## config.mk

```make
export PLATFORM = sky130hd
export DESIGN_NAME = leaf_out_arbiter_flat
export DESIGN_NICKNAME = d
export VERILOG_FILES = /design/src/rtl/leaf_out_if.sv /design/src/rtl/leaf_out_arbiter.sv /design/src/flat_wrapper.sv
export SDC_FILE = /design/constraint.sdc
export NUM_CORES = 1
export LEC_CHECK = 0
export ABC_AREA = 1
export CAP_MARGIN = 20
export CORE_ASPECT_RATIO = 1.4
export CORE_MARGIN = 10
export CORE_UTILIZATION = 40
export CTS_BUF_LIST = sky130_fd_sc_hd__clkbuf_8
export DETAILED_ROUTE_END_ITERATION = 10
export DONT_BUFFER_PORTS = 1
export PLACE_DENSITY_LB_ADDON = 0.05
export SYNTH_ARGS = -nofsm -noshare
export SYNTH_HDL_FRONTEND = slang
export SYNTH_SLANG_ARGS = --single-unit
```

## constraint.sdc

```tcl
create_clock -name clk -period 9.5 [get_ports clk]
set_clock_uncertainty 0.1 [all_clocks]
set_input_delay 1.9 -clock clk [delete_from_list [all_inputs] [get_ports clk]]
set_output_delay 1.9 -clock clk [all_outputs]
set_load 0.005 [all_outputs]
```

## src/rtl/leaf_out_if.sv

```systemverilog
// leaf_out_if: user stream, configuration, credit return and BFT packet bundle.
// The slave modport faces leaf_out_arbiter; the master modport faces its driver.
interface leaf_out_if #(
  parameter int NUM_OUT_PORTS = 3,
  parameter int PAYLOAD_BITS  = 32,
  parameter int NUM_LEAF_BITS = 5,
  parameter int NUM_PORT_BITS = 4,
  parameter int CREDIT_BITS   = 8,
  parameter int PACKET_BITS   = 49
) ();
  logic [NUM_OUT_PORTS*PAYLOAD_BITS-1:0] din_leaf_user2interface;
  logic [NUM_OUT_PORTS-1:0]              vld_user2interface;
  logic [NUM_OUT_PORTS-1:0]              ack_interface2user;
  logic                                  cfg_wr;
  logic [NUM_PORT_BITS-1:0]              cfg_port;
  logic [NUM_LEAF_BITS-1:0]              cfg_dest_leaf;
  logic [NUM_PORT_BITS-1:0]              cfg_dest_port;
  logic [CREDIT_BITS-1:0]                cfg_credit;
  logic                                  credit_ret_vld;
  logic [NUM_PORT_BITS-1:0]              credit_ret_port;
  logic [CREDIT_BITS-1:0]                credit_ret_amt;
  logic [PACKET_BITS-1:0]                dout_leaf_interface2bft;
  logic                                  bft_ack;
  logic                                  resend;

  modport master (
    output din_leaf_user2interface,
    output vld_user2interface,
    input  ack_interface2user,
    output cfg_wr,
    output cfg_port,
    output cfg_dest_leaf,
    output cfg_dest_port,
    output cfg_credit,
    output credit_ret_vld,
    output credit_ret_port,
    output credit_ret_amt,
    input  dout_leaf_interface2bft,
    output bft_ack,
    output resend
  );

  modport slave (
    input  din_leaf_user2interface,
    input  vld_user2interface,
    output ack_interface2user,
    input  cfg_wr,
    input  cfg_port,
    input  cfg_dest_leaf,
    input  cfg_dest_port,
    input  cfg_credit,
    input  credit_ret_vld,
    input  credit_ret_port,
    input  credit_ret_amt,
    output dout_leaf_interface2bft,
    input  bft_ack,
    input  resend
  );
endinterface

```

## src/rtl/leaf_out_arbiter.sv

```systemverilog
// leaf_out_arbiter: per-port FIFOs, credit-gated round-robin, one BFT packet/cycle.
// Optional LEAF_OUT_PKT_COUNT_EN adds per-port acknowledged-packet counters.
module leaf_out_arbiter #(
  parameter int NUM_OUT_PORTS = 3,
  parameter int PAYLOAD_BITS  = 32,
  parameter int NUM_LEAF_BITS = 5,
  parameter int NUM_PORT_BITS = 4,
  parameter int NUM_ADDR_BITS = 7,
  parameter int PACKET_BITS   = 49,
  parameter int FIFO_DEPTH    = 4,
  parameter int CREDIT_BITS   = 8
) (
  input logic clk,
  input logic reset_n,
  leaf_out_if.slave bus
`ifdef LEAF_OUT_PKT_COUNT_EN
  ,
  output logic [NUM_OUT_PORTS*16-1:0] pkt_count
`endif
);
  localparam int N  = NUM_OUT_PORTS;
  localparam int IW = (N > 1) ? $clog2(N) : 1;
  localparam int AW = $clog2(FIFO_DEPTH);
  localparam int PB = PAYLOAD_BITS;
  localparam int CB = CREDIT_BITS;

  logic [PB-1:0]            mem_q [N][FIFO_DEPTH];
  logic [PB-1:0]            mem_d [N][FIFO_DEPTH];
  logic [AW:0]              wr_ptr_q [N];
  logic [AW:0]              wr_ptr_d [N];
  logic [AW:0]              rd_ptr_q [N];
  logic [AW:0]              rd_ptr_d [N];
  logic [CB-1:0]            credit_q [N];
  logic [CB-1:0]            credit_d [N];
  logic [NUM_ADDR_BITS-1:0] seq_q [N];
  logic [NUM_ADDR_BITS-1:0] seq_d [N];
  logic [NUM_LEAF_BITS-1:0] dleaf_q [N];
  logic [NUM_LEAF_BITS-1:0] dleaf_d [N];
  logic [NUM_PORT_BITS-1:0] dport_q [N];
  logic [NUM_PORT_BITS-1:0] dport_d [N];
  logic [IW-1:0]            last_q, last_d;
  logic [PACKET_BITS-1:0]   out_q, out_d;

  logic [N-1:0] full, empty, elig, push;
  logic [IW-1:0] gnt;
  logic gnt_vld, issue_ok, issue;

  always_comb begin
    for (int i = 0; i < N; i++) begin
      full[i]  = (wr_ptr_q[i] - rd_ptr_q[i]) == (AW+1)'(FIFO_DEPTH);
      empty[i] = wr_ptr_q[i] == rd_ptr_q[i];
      elig[i]  = !empty[i] && (credit_q[i] != '0);
      push[i]  = bus.vld_user2interface[i] && !full[i];
    end
  end

  assign bus.ack_interface2user = push;

  // Search starts one past the last grant, so reset (last = N-1) favours port 0.
  always_comb begin
    int idx;
    gnt     = '0;
    gnt_vld = 1'b0;
    idx     = 0;
    for (int k = 1; k <= N; k++) begin
      idx = int'(last_q) + k;
      if (idx >= N) idx = idx - N;
      if (!gnt_vld && elig[idx]) begin
        gnt     = IW'(idx);
        gnt_vld = 1'b1;
      end
    end
  end

  assign issue_ok = !bus.resend && (!out_q[PACKET_BITS-1] || bus.bft_ack);
  assign issue    = issue_ok && gnt_vld;

  always_comb begin
    out_d  = out_q;
    last_d = last_q;
    if (issue) begin
      out_d  = {1'b1, dleaf_q[gnt], dport_q[gnt], seq_q[gnt],
                mem_q[gnt][rd_ptr_q[gnt][AW-1:0]]};
      last_d = gnt;
    end else if (issue_ok) begin
      out_d = '0;
    end
  end

  always_comb begin
    logic          pop;
    logic [CB:0]   csum;
    mem_d    = mem_q;
    wr_ptr_d = wr_ptr_q;
    rd_ptr_d = rd_ptr_q;
    credit_d = credit_q;
    seq_d    = seq_q;
    dleaf_d  = dleaf_q;
    dport_d  = dport_q;
    pop      = 1'b0;
    csum     = '0;
    for (int i = 0; i < N; i++) begin
      pop = issue && (gnt == IW'(i));
      if (push[i]) begin
        mem_d[i][wr_ptr_q[i][AW-1:0]] =
          bus.din_leaf_user2interface[i*PB +: PB];
        wr_ptr_d[i] = wr_ptr_q[i] + 1'b1;
      end
      if (pop) begin
        rd_ptr_d[i] = rd_ptr_q[i] + 1'b1;
        seq_d[i]    = seq_q[i] + 1'b1;
      end
      csum = {1'b0, credit_q[i]} - {{CB{1'b0}}, pop};
      if (bus.credit_ret_vld &&
          bus.credit_ret_port == NUM_PORT_BITS'(i))
        csum = csum + {1'b0, bus.credit_ret_amt};
      credit_d[i] = csum[CB] ? {CB{1'b1}} : csum[CB-1:0];
      if (bus.cfg_wr && bus.cfg_port == NUM_PORT_BITS'(i)) begin
        dleaf_d[i]  = bus.cfg_dest_leaf;
        dport_d[i]  = bus.cfg_dest_port;
        credit_d[i] = bus.cfg_credit;
      end
    end
  end

  always_ff @(posedge clk or negedge reset_n) begin
    if (!reset_n) begin
      for (int i = 0; i < N; i++) begin
        for (int j = 0; j < FIFO_DEPTH; j++) mem_q[i][j] <= '0;
        wr_ptr_q[i] <= '0;
        rd_ptr_q[i] <= '0;
        credit_q[i] <= '0;
        seq_q[i]    <= '0;
        dleaf_q[i]  <= '0;
        dport_q[i]  <= '0;
      end
      last_q <= IW'(N - 1);
      out_q  <= '0;
    end else begin
      mem_q    <= mem_d;
      wr_ptr_q <= wr_ptr_d;
      rd_ptr_q <= rd_ptr_d;
      credit_q <= credit_d;
      seq_q    <= seq_d;
      dleaf_q  <= dleaf_d;
      dport_q  <= dport_d;
      last_q   <= last_d;
      out_q    <= out_d;
    end
  end

  // The held packet stays in out_q; resend only blanks what the BFT sees.
  assign bus.dout_leaf_interface2bft = bus.resend ? '0 : out_q;

`ifdef LEAF_OUT_PKT_COUNT_EN
  logic [IW-1:0] src_q, src_d;
  logic [15:0]   cnt_q [N];
  logic [15:0]   cnt_d [N];

  always_comb begin
    src_d = issue ? gnt : src_q;
    cnt_d = cnt_q;
    if (out_q[PACKET_BITS-1] && bus.bft_ack && !bus.resend)
      cnt_d[src_q] = cnt_q[src_q] + 16'd1;
  end

  always_ff @(posedge clk or negedge reset_n) begin
    if (!reset_n) begin
      src_q <= '0;
      for (int i = 0; i < N; i++) cnt_q[i] <= '0;
    end else begin
      src_q <= src_d;
      cnt_q <= cnt_d;
    end
  end

  always_comb begin
    pkt_count = '0;
    for (int i = 0; i < N; i++) pkt_count[i*16 +: 16] = cnt_q[i];
  end
`endif
endmodule

```

## src/flat_wrapper.sv

```systemverilog
// flat-port wrapper written by rule: the top's interface ports become plain ports
module leaf_out_arbiter_flat 
#(
  parameter int NUM_OUT_PORTS = 3,
  parameter int PAYLOAD_BITS  = 32,
  parameter int NUM_LEAF_BITS = 5,
  parameter int NUM_PORT_BITS = 4,
  parameter int NUM_ADDR_BITS = 7,
  parameter int PACKET_BITS   = 49,
  parameter int FIFO_DEPTH    = 4,
  parameter int CREDIT_BITS   = 8
)
  (clk, reset_n, bus_din_leaf_user2interface, bus_vld_user2interface, bus_ack_interface2user, bus_cfg_wr, bus_cfg_port, bus_cfg_dest_leaf, bus_cfg_dest_port, bus_cfg_credit, bus_credit_ret_vld, bus_credit_ret_port, bus_credit_ret_amt, bus_dout_leaf_interface2bft, bus_bft_ack, bus_resend);
  leaf_out_if #(.NUM_OUT_PORTS(NUM_OUT_PORTS), .PAYLOAD_BITS(PAYLOAD_BITS), .NUM_LEAF_BITS(NUM_LEAF_BITS), .NUM_PORT_BITS(NUM_PORT_BITS), .CREDIT_BITS(CREDIT_BITS), .PACKET_BITS(PACKET_BITS)) bus_i ();
  input logic clk;
  input logic reset_n;
  input wire logic [$bits(bus_i.din_leaf_user2interface)-1:0] bus_din_leaf_user2interface;
  input wire logic [$bits(bus_i.vld_user2interface)-1:0] bus_vld_user2interface;
  output wire logic [$bits(bus_i.ack_interface2user)-1:0] bus_ack_interface2user;
  input wire logic [$bits(bus_i.cfg_wr)-1:0] bus_cfg_wr;
  input wire logic [$bits(bus_i.cfg_port)-1:0] bus_cfg_port;
  input wire logic [$bits(bus_i.cfg_dest_leaf)-1:0] bus_cfg_dest_leaf;
  input wire logic [$bits(bus_i.cfg_dest_port)-1:0] bus_cfg_dest_port;
  input wire logic [$bits(bus_i.cfg_credit)-1:0] bus_cfg_credit;
  input wire logic [$bits(bus_i.credit_ret_vld)-1:0] bus_credit_ret_vld;
  input wire logic [$bits(bus_i.credit_ret_port)-1:0] bus_credit_ret_port;
  input wire logic [$bits(bus_i.credit_ret_amt)-1:0] bus_credit_ret_amt;
  output wire logic [$bits(bus_i.dout_leaf_interface2bft)-1:0] bus_dout_leaf_interface2bft;
  input wire logic [$bits(bus_i.bft_ack)-1:0] bus_bft_ack;
  input wire logic [$bits(bus_i.resend)-1:0] bus_resend;
  assign bus_i.din_leaf_user2interface = bus_din_leaf_user2interface;
  assign bus_i.vld_user2interface = bus_vld_user2interface;
  assign bus_ack_interface2user = bus_i.ack_interface2user;
  assign bus_i.cfg_wr = bus_cfg_wr;
  assign bus_i.cfg_port = bus_cfg_port;
  assign bus_i.cfg_dest_leaf = bus_cfg_dest_leaf;
  assign bus_i.cfg_dest_port = bus_cfg_dest_port;
  assign bus_i.cfg_credit = bus_cfg_credit;
  assign bus_i.credit_ret_vld = bus_credit_ret_vld;
  assign bus_i.credit_ret_port = bus_credit_ret_port;
  assign bus_i.credit_ret_amt = bus_credit_ret_amt;
  assign bus_dout_leaf_interface2bft = bus_i.dout_leaf_interface2bft;
  assign bus_i.bft_ack = bus_bft_ack;
  assign bus_i.resend = bus_resend;
  leaf_out_arbiter #(.NUM_OUT_PORTS(NUM_OUT_PORTS), .PAYLOAD_BITS(PAYLOAD_BITS), .NUM_LEAF_BITS(NUM_LEAF_BITS), .NUM_PORT_BITS(NUM_PORT_BITS), .NUM_ADDR_BITS(NUM_ADDR_BITS), .PACKET_BITS(PACKET_BITS), .FIFO_DEPTH(FIFO_DEPTH), .CREDIT_BITS(CREDIT_BITS)) u_core (.clk(clk), .reset_n(reset_n), .bus(bus_i));
endmodule
```

== Yosys cells after proc, flatten, opt, wreduce, memory -nomap -nowiden ==
Cells that the tools add are included.

* Bits in registers: 525
* Logic and storage cells: 184
* Output and inout port bits: 52
* Bits of input ports: 138

* Bitwise logic cells: 5
* Equal/unequal tests: 12
* Add/sub/neg operators: 24
* $lt $le $gt $ge: 14
* Mux-type cells: 57
* Reductions and logical operators: 40

{| class="wikitable"
|+ Operator list
! kind !! count
|-
| $bwmux 128 || 3
|-
| $bmux 128 s2 || 1
|-
| $mux 128 || 2
|-
| $mux 32 || 8
|-
| $demux 32 s2 || 3
|-
| $mux 49 || 3
|-
| $ge 32x3->1 const B || 3
|-
| $lt 32x4->1 const B || 3
|-
| $sub 32x3->32 const B || 3
|-
| $bmux 32 s2 || 1
|-
| $mux 8 || 6
|-
| $add 9x8->9 || 3
|-
| $mux 9 || 3
|-
| $sub 8x1->9 || 3
|-
| $reduce_bool 8->1 || 3
|-
| $logic_and 1x1->1 || 22
|-
| $add 7x1->7 const B || 3
|-
| $add 3x1->3 const B || 6
|-
| $ge 3x3->1 const B || 5
|-
| $not 2->3 || 5
|-
| $bmux 7 s2 || 1
|-
| $mux 7 || 2
|-
| $bmux 5 s2 || 1
|-
| $logic_not 1->1 || 10
|-
| 21 further kinds || 49
|}

== Logic depth before layout (Yosys ltp) ==
* Depth after elaboration: 22
* Mapped depth: 36
* Gate-level depth less buffers: 35

== Least setup slack after synthesis ==
OpenSTA, ideal clock, no wires.

* Kind: in2reg
* Start point: input bus_resend
* End point: register u_core.credit_q[16] (netlist name)
* Data arrival time: 5.108 ns
* Setup time: 0.120 ns
* Setup slack: 4.172 ns
* Data required time: 9.280 ns
* Cell stages on the path: 25
* Path buffers: 2
* Path through: clkbuf_1 -> nor2_1 -> nand2_2 -> inv_4 -> nand2_2 -> nor2_4 -> buf_2 -> ha_1 -> inv_1 -> ha_1 -> inv_1 -> fa_1 -> o21ai_0 -> nand2_1 -> nand2_1 -> a21oi_1 -> o21ai_0 -> a21o_1 -> nand2_1 -> nand2_1 -> nand3_1 -> inv_1 -> nand2_1 -> o21ai_0 -> inv_1

{| class="wikitable"
|+ RTL lines
! element !! line !! source
|-
| start: declaration || flat_wrapper.sv:30 || <nowiki>input wire logic [$bits(bus_i.resend)-1:0] bus_resend;</nowiki>
|-
| end signal: assignment || leaf_out_arbiter.sv:143 || <nowiki>credit_q <= credit_d;</nowiki>
|-
| end: declaration || leaf_out_arbiter.sv:33 || <nowiki>logic [CB-1:0] credit_q [N];</nowiki>
|}

==> reports/results.tsv <==
metric	value	unit
grt.overflow.total	0	
synthAdderAreaFrac	2.87	%
period_needed	6280	ps
hold_buffers	0	
min_period_over_period	66.1	%
synth.distinct_cells	49	
die-area	78400	sq um
drt_pass1_iterations	5	
worst_ep_arrival_time	6750	ps
drive_above_1_share	6.43	%
grt_pass1_vias	23200	
synth.top_cell.area_share	48.6	%
routabilityCongestion	0.823	
post_cts_resized	0	
synth_top_cell_by_area	dfrtp_1	
clockRootBuffer	clkbuf_8	
grt_pass1_wl	135000	um
synth_seq_area_share	48.7	%
syn_to_final_growth	8.72	%
status	complete, but fails checks	
post_cts_buffers	0	
cts_sinks	525	
synth_compound_area_share	10.3	%
synth.cell_area	27000	sq um
post_dp_cell_area	27400	sq um
hold_path_end	u_core.mem_q[361]$_DFFE_PN0P_	
dr_total_vias	22500	
synth_area_leaders	dfrtp_1, nand2_1, o21ai_0, inv_1, nand3_1	
synth_area_per_cell	7.71	sq um
hold_path_class	reg -> reg	
setup_violations	0	
critical_path.slowest_cell	nand2_4	
start_util	40.5	%
hold_depth	2	
grt_util_all_layers	22.2	%
cp_slowest_stage_delay	740	ps
io_pins	190	
syn_nets	3699	
cts_max_path_buffers	3	
relSlewSlack	-66.1	%
cts-htree-levels	3	
vias_per_cell	5.15	
dp_hpwl	52200	um
die_w	240	um
rsz0062_at_grt	false	
die_y	327	um
ys_ff_latch	525	
critPathCaptureType	register	
first_iter_violations	1582	
core	66700	sq um
ys_warn_count	0	
max_clock_freq	159	MHz
grt_max_degree	526	
violations	max-slew violations	
nNetsFinal	3631	
worstPathMaxFanout	46	
start_kind	register	
maxCapViolations	0	
worstSkewPairLatency	700	ps
synth-simple-area-share	27.1	%
wirelength	85900	um
ff2ff_path_depth	28	
critical_path_class	reg -> reg	
antenna_left	0	
worstHoldStart	u_core.mem_q[361]$_DFFE_PN0P_	
r2r_slack	3220	ps
cts_buffers	91	
max_slew.worst_pin.slew	2490	ps
cts_tree	yes	
fin_tns_setup	0	ps
wl_per_cell	19.7	um
stdcell_area	29300	sq um
drcViolationCount	0	
synth_top_family_by_area	simple AND/OR/NAND/NOR gates	
rows	112	
synthXorXnorAreaFrac	1.78	%
r2r-start	u_core.last_q[0]$_DFFE_PN0P_	
clk_pin_slew	60	ps
synth_cells	3501	
port-buffer-count	0	
hold_violations	0	
post-route-util	44.0	%
fin_hold_ws	374	ps
r2r_end	u_core.credit_q[9]$_DFF_PN0_	
synth.area.mux_share	0	%
cp.required	9970	ps
antenna_found_initial	9	
finalMaxSlewViolations	374	
==> cells in the mapped netlist (all sizes together) <==
cell,n
dfstp,1
ha,57
o221ai,1
xnor2,15
a31oi,6
dfrtp,524
nand3,298
nor3,4
a21oi,30
or2,2
o22a,4
nand3b,103
xor2,40
or3,1
o22ai,4
o21ai,462
buf,92
nand2,1178
o21a,1
o21bai,1
nor2,114
o2111ai,12
inv,427
clkbuf,99
a21o,3
nor4,3
a22oi,3
a211oi,1
clkinv,6
fa,3
o211ai,2
nand4,4
==> placed cells by master, fill, tap and decap left out, types with 2 or more instances in the layout <==
| cell | n |
|---|---|
| nor2_4 | 2 |
| xor2_1 | 40 |
| nand2_4 | 4 |
| nand2_1 | 1150 |
| nor2_2 | 5 |
| nor2_1 | 107 |
| nand3_1 | 296 |
| nand4_1 | 2 |
| o2111ai_1 | 12 |
| nand3_2 | 2 |
| inv_6 | 3 |
| ha_1 | 57 |
| nor3_1 | 3 |
| a21o_1 | 3 |
| diode_2 | 2 |
| a22oi_1 | 3 |
| a21oi_1 | 30 |
| clkbuf_8 | 119 |
| nand3b_1 | 103 |
| dfrtp_1 | 524 |
| o21ai_0 | 461 |
| o22ai_1 | 4 |
| nand2_2 | 24 |
| nor4_2 | 3 |
| fa_1 | 3 |
| inv_2 | 13 |
| xnor2_1 | 15 |
| clkinvlp_4 | 2 |
| buf_16 | 2 |
| clkinv_2 | 7 |
| buf_4 | 28 |
| a31oi_1 | 5 |
| o22a_1 | 4 |
| inv_4 | 2 |
| o211ai_1 | 2 |
| clkinv_1 | 6 |
| inv_1 | 439 |
==> per-layer routing <==
layer / routed length (um) / up-vias / global-route usage, %
met5: 88 / - / 0
met4: 1900 / 14 / 6.85
met3: 5330 / 139 / 5.04
met2: 42600 / 567 / 38.4
met1: 36000 / 10800 / 26.8
li1: - / 10900 / -
==> critical path: cells and delay by family, from the launching register on <==
kind | cells | cell delay (ps)
and+or+nand+nor | 15 | 2710
adders and majority gates | 4 | 1180
buffers and inverters | 4 | 800
xor gates and xnor gates | 2 | 430
AOI/OAI and AO/OA | 3 | 440
DFF | 1 | 460
==> final cells by class <==
type | instances | area [sq um]
inverter | 433 | 1630
fill | 6856 | 37400
sequential | 525 | 13100
clock buffer | 119 | 1640
tap | 855 | 1070
antenna | 2 | 5.00
timing repair buffer | 30 | 265
clock inverter | 41 | 205
multi-input combinational | 2352 | 11400
==> cells by family after synthesis <==
group / after synthesis
buffers and inverters: 624
adders and majority gates: 60
and+or+nand+nor: 1707
xor gates and xnor gates: 55
AOI/OAI and AO/OA: 530
DFF: 525
==> flip-flops by register name, indices dropped and copies added, names as in the netlist <==
register and cells:
u_core.dport_q 12, u_core.credit_q 24, u_core.mem_q 384, u_core.seq_q 21, u_core.wr_ptr_q 9, u_core.out_q 49, u_core.rd_ptr_q 9, u_core.last_q 2
u_core.dleaf_q 15
==> how the worst max path moves through the flow <==
stage / startpoint / end / slack, ps / depth (start not counted)
after floorplan: bus_resend / u_core.credit_q[16]$_DFF_PN0_ / 4170 / 25
final: u_core.last_q[0]$_DFFE_PN0P_ / u_core.credit_q[9]$_DFF_PN0_ / 3220 / 28
after global routing: u_core.last_q[0]$_DFFE_PN0P_ / u_core.credit_q[9]$_DFF_PN0_ / 2680 / 28
after CTS: u_core.last_q[0]$_DFFE_PN0P_ / u_core.credit_q[9]$_DFF_PN0_ / 3190 / 28
after detailed placement: bus_bft_ack / u_core.credit_q[17]$_DFF_PN0_ / 3090 / 25
after global placement: bus_bft_ack / u_core.credit_q[16]$_DFF_PN0_ / 3130 / 25
==> through the flow <==
| stage | cells | setup slack, ps |
|---|---|---|
| 4_1_cts | 4353 | 3190 |
| 2_1_floorplan | 3501 | 4170 |
| 3_3_place_gp | 4193 | 3130 |
| 5_1_grt | 4357 | 2680 |
| 6_report | 4357 | 3220 |
| 3_5_place_dp | 4193 | 3090 |
Power is left out: the tool's default activity adds up to more than one toggle a clock period on the data nets, which glitch-free logic cannot reach.
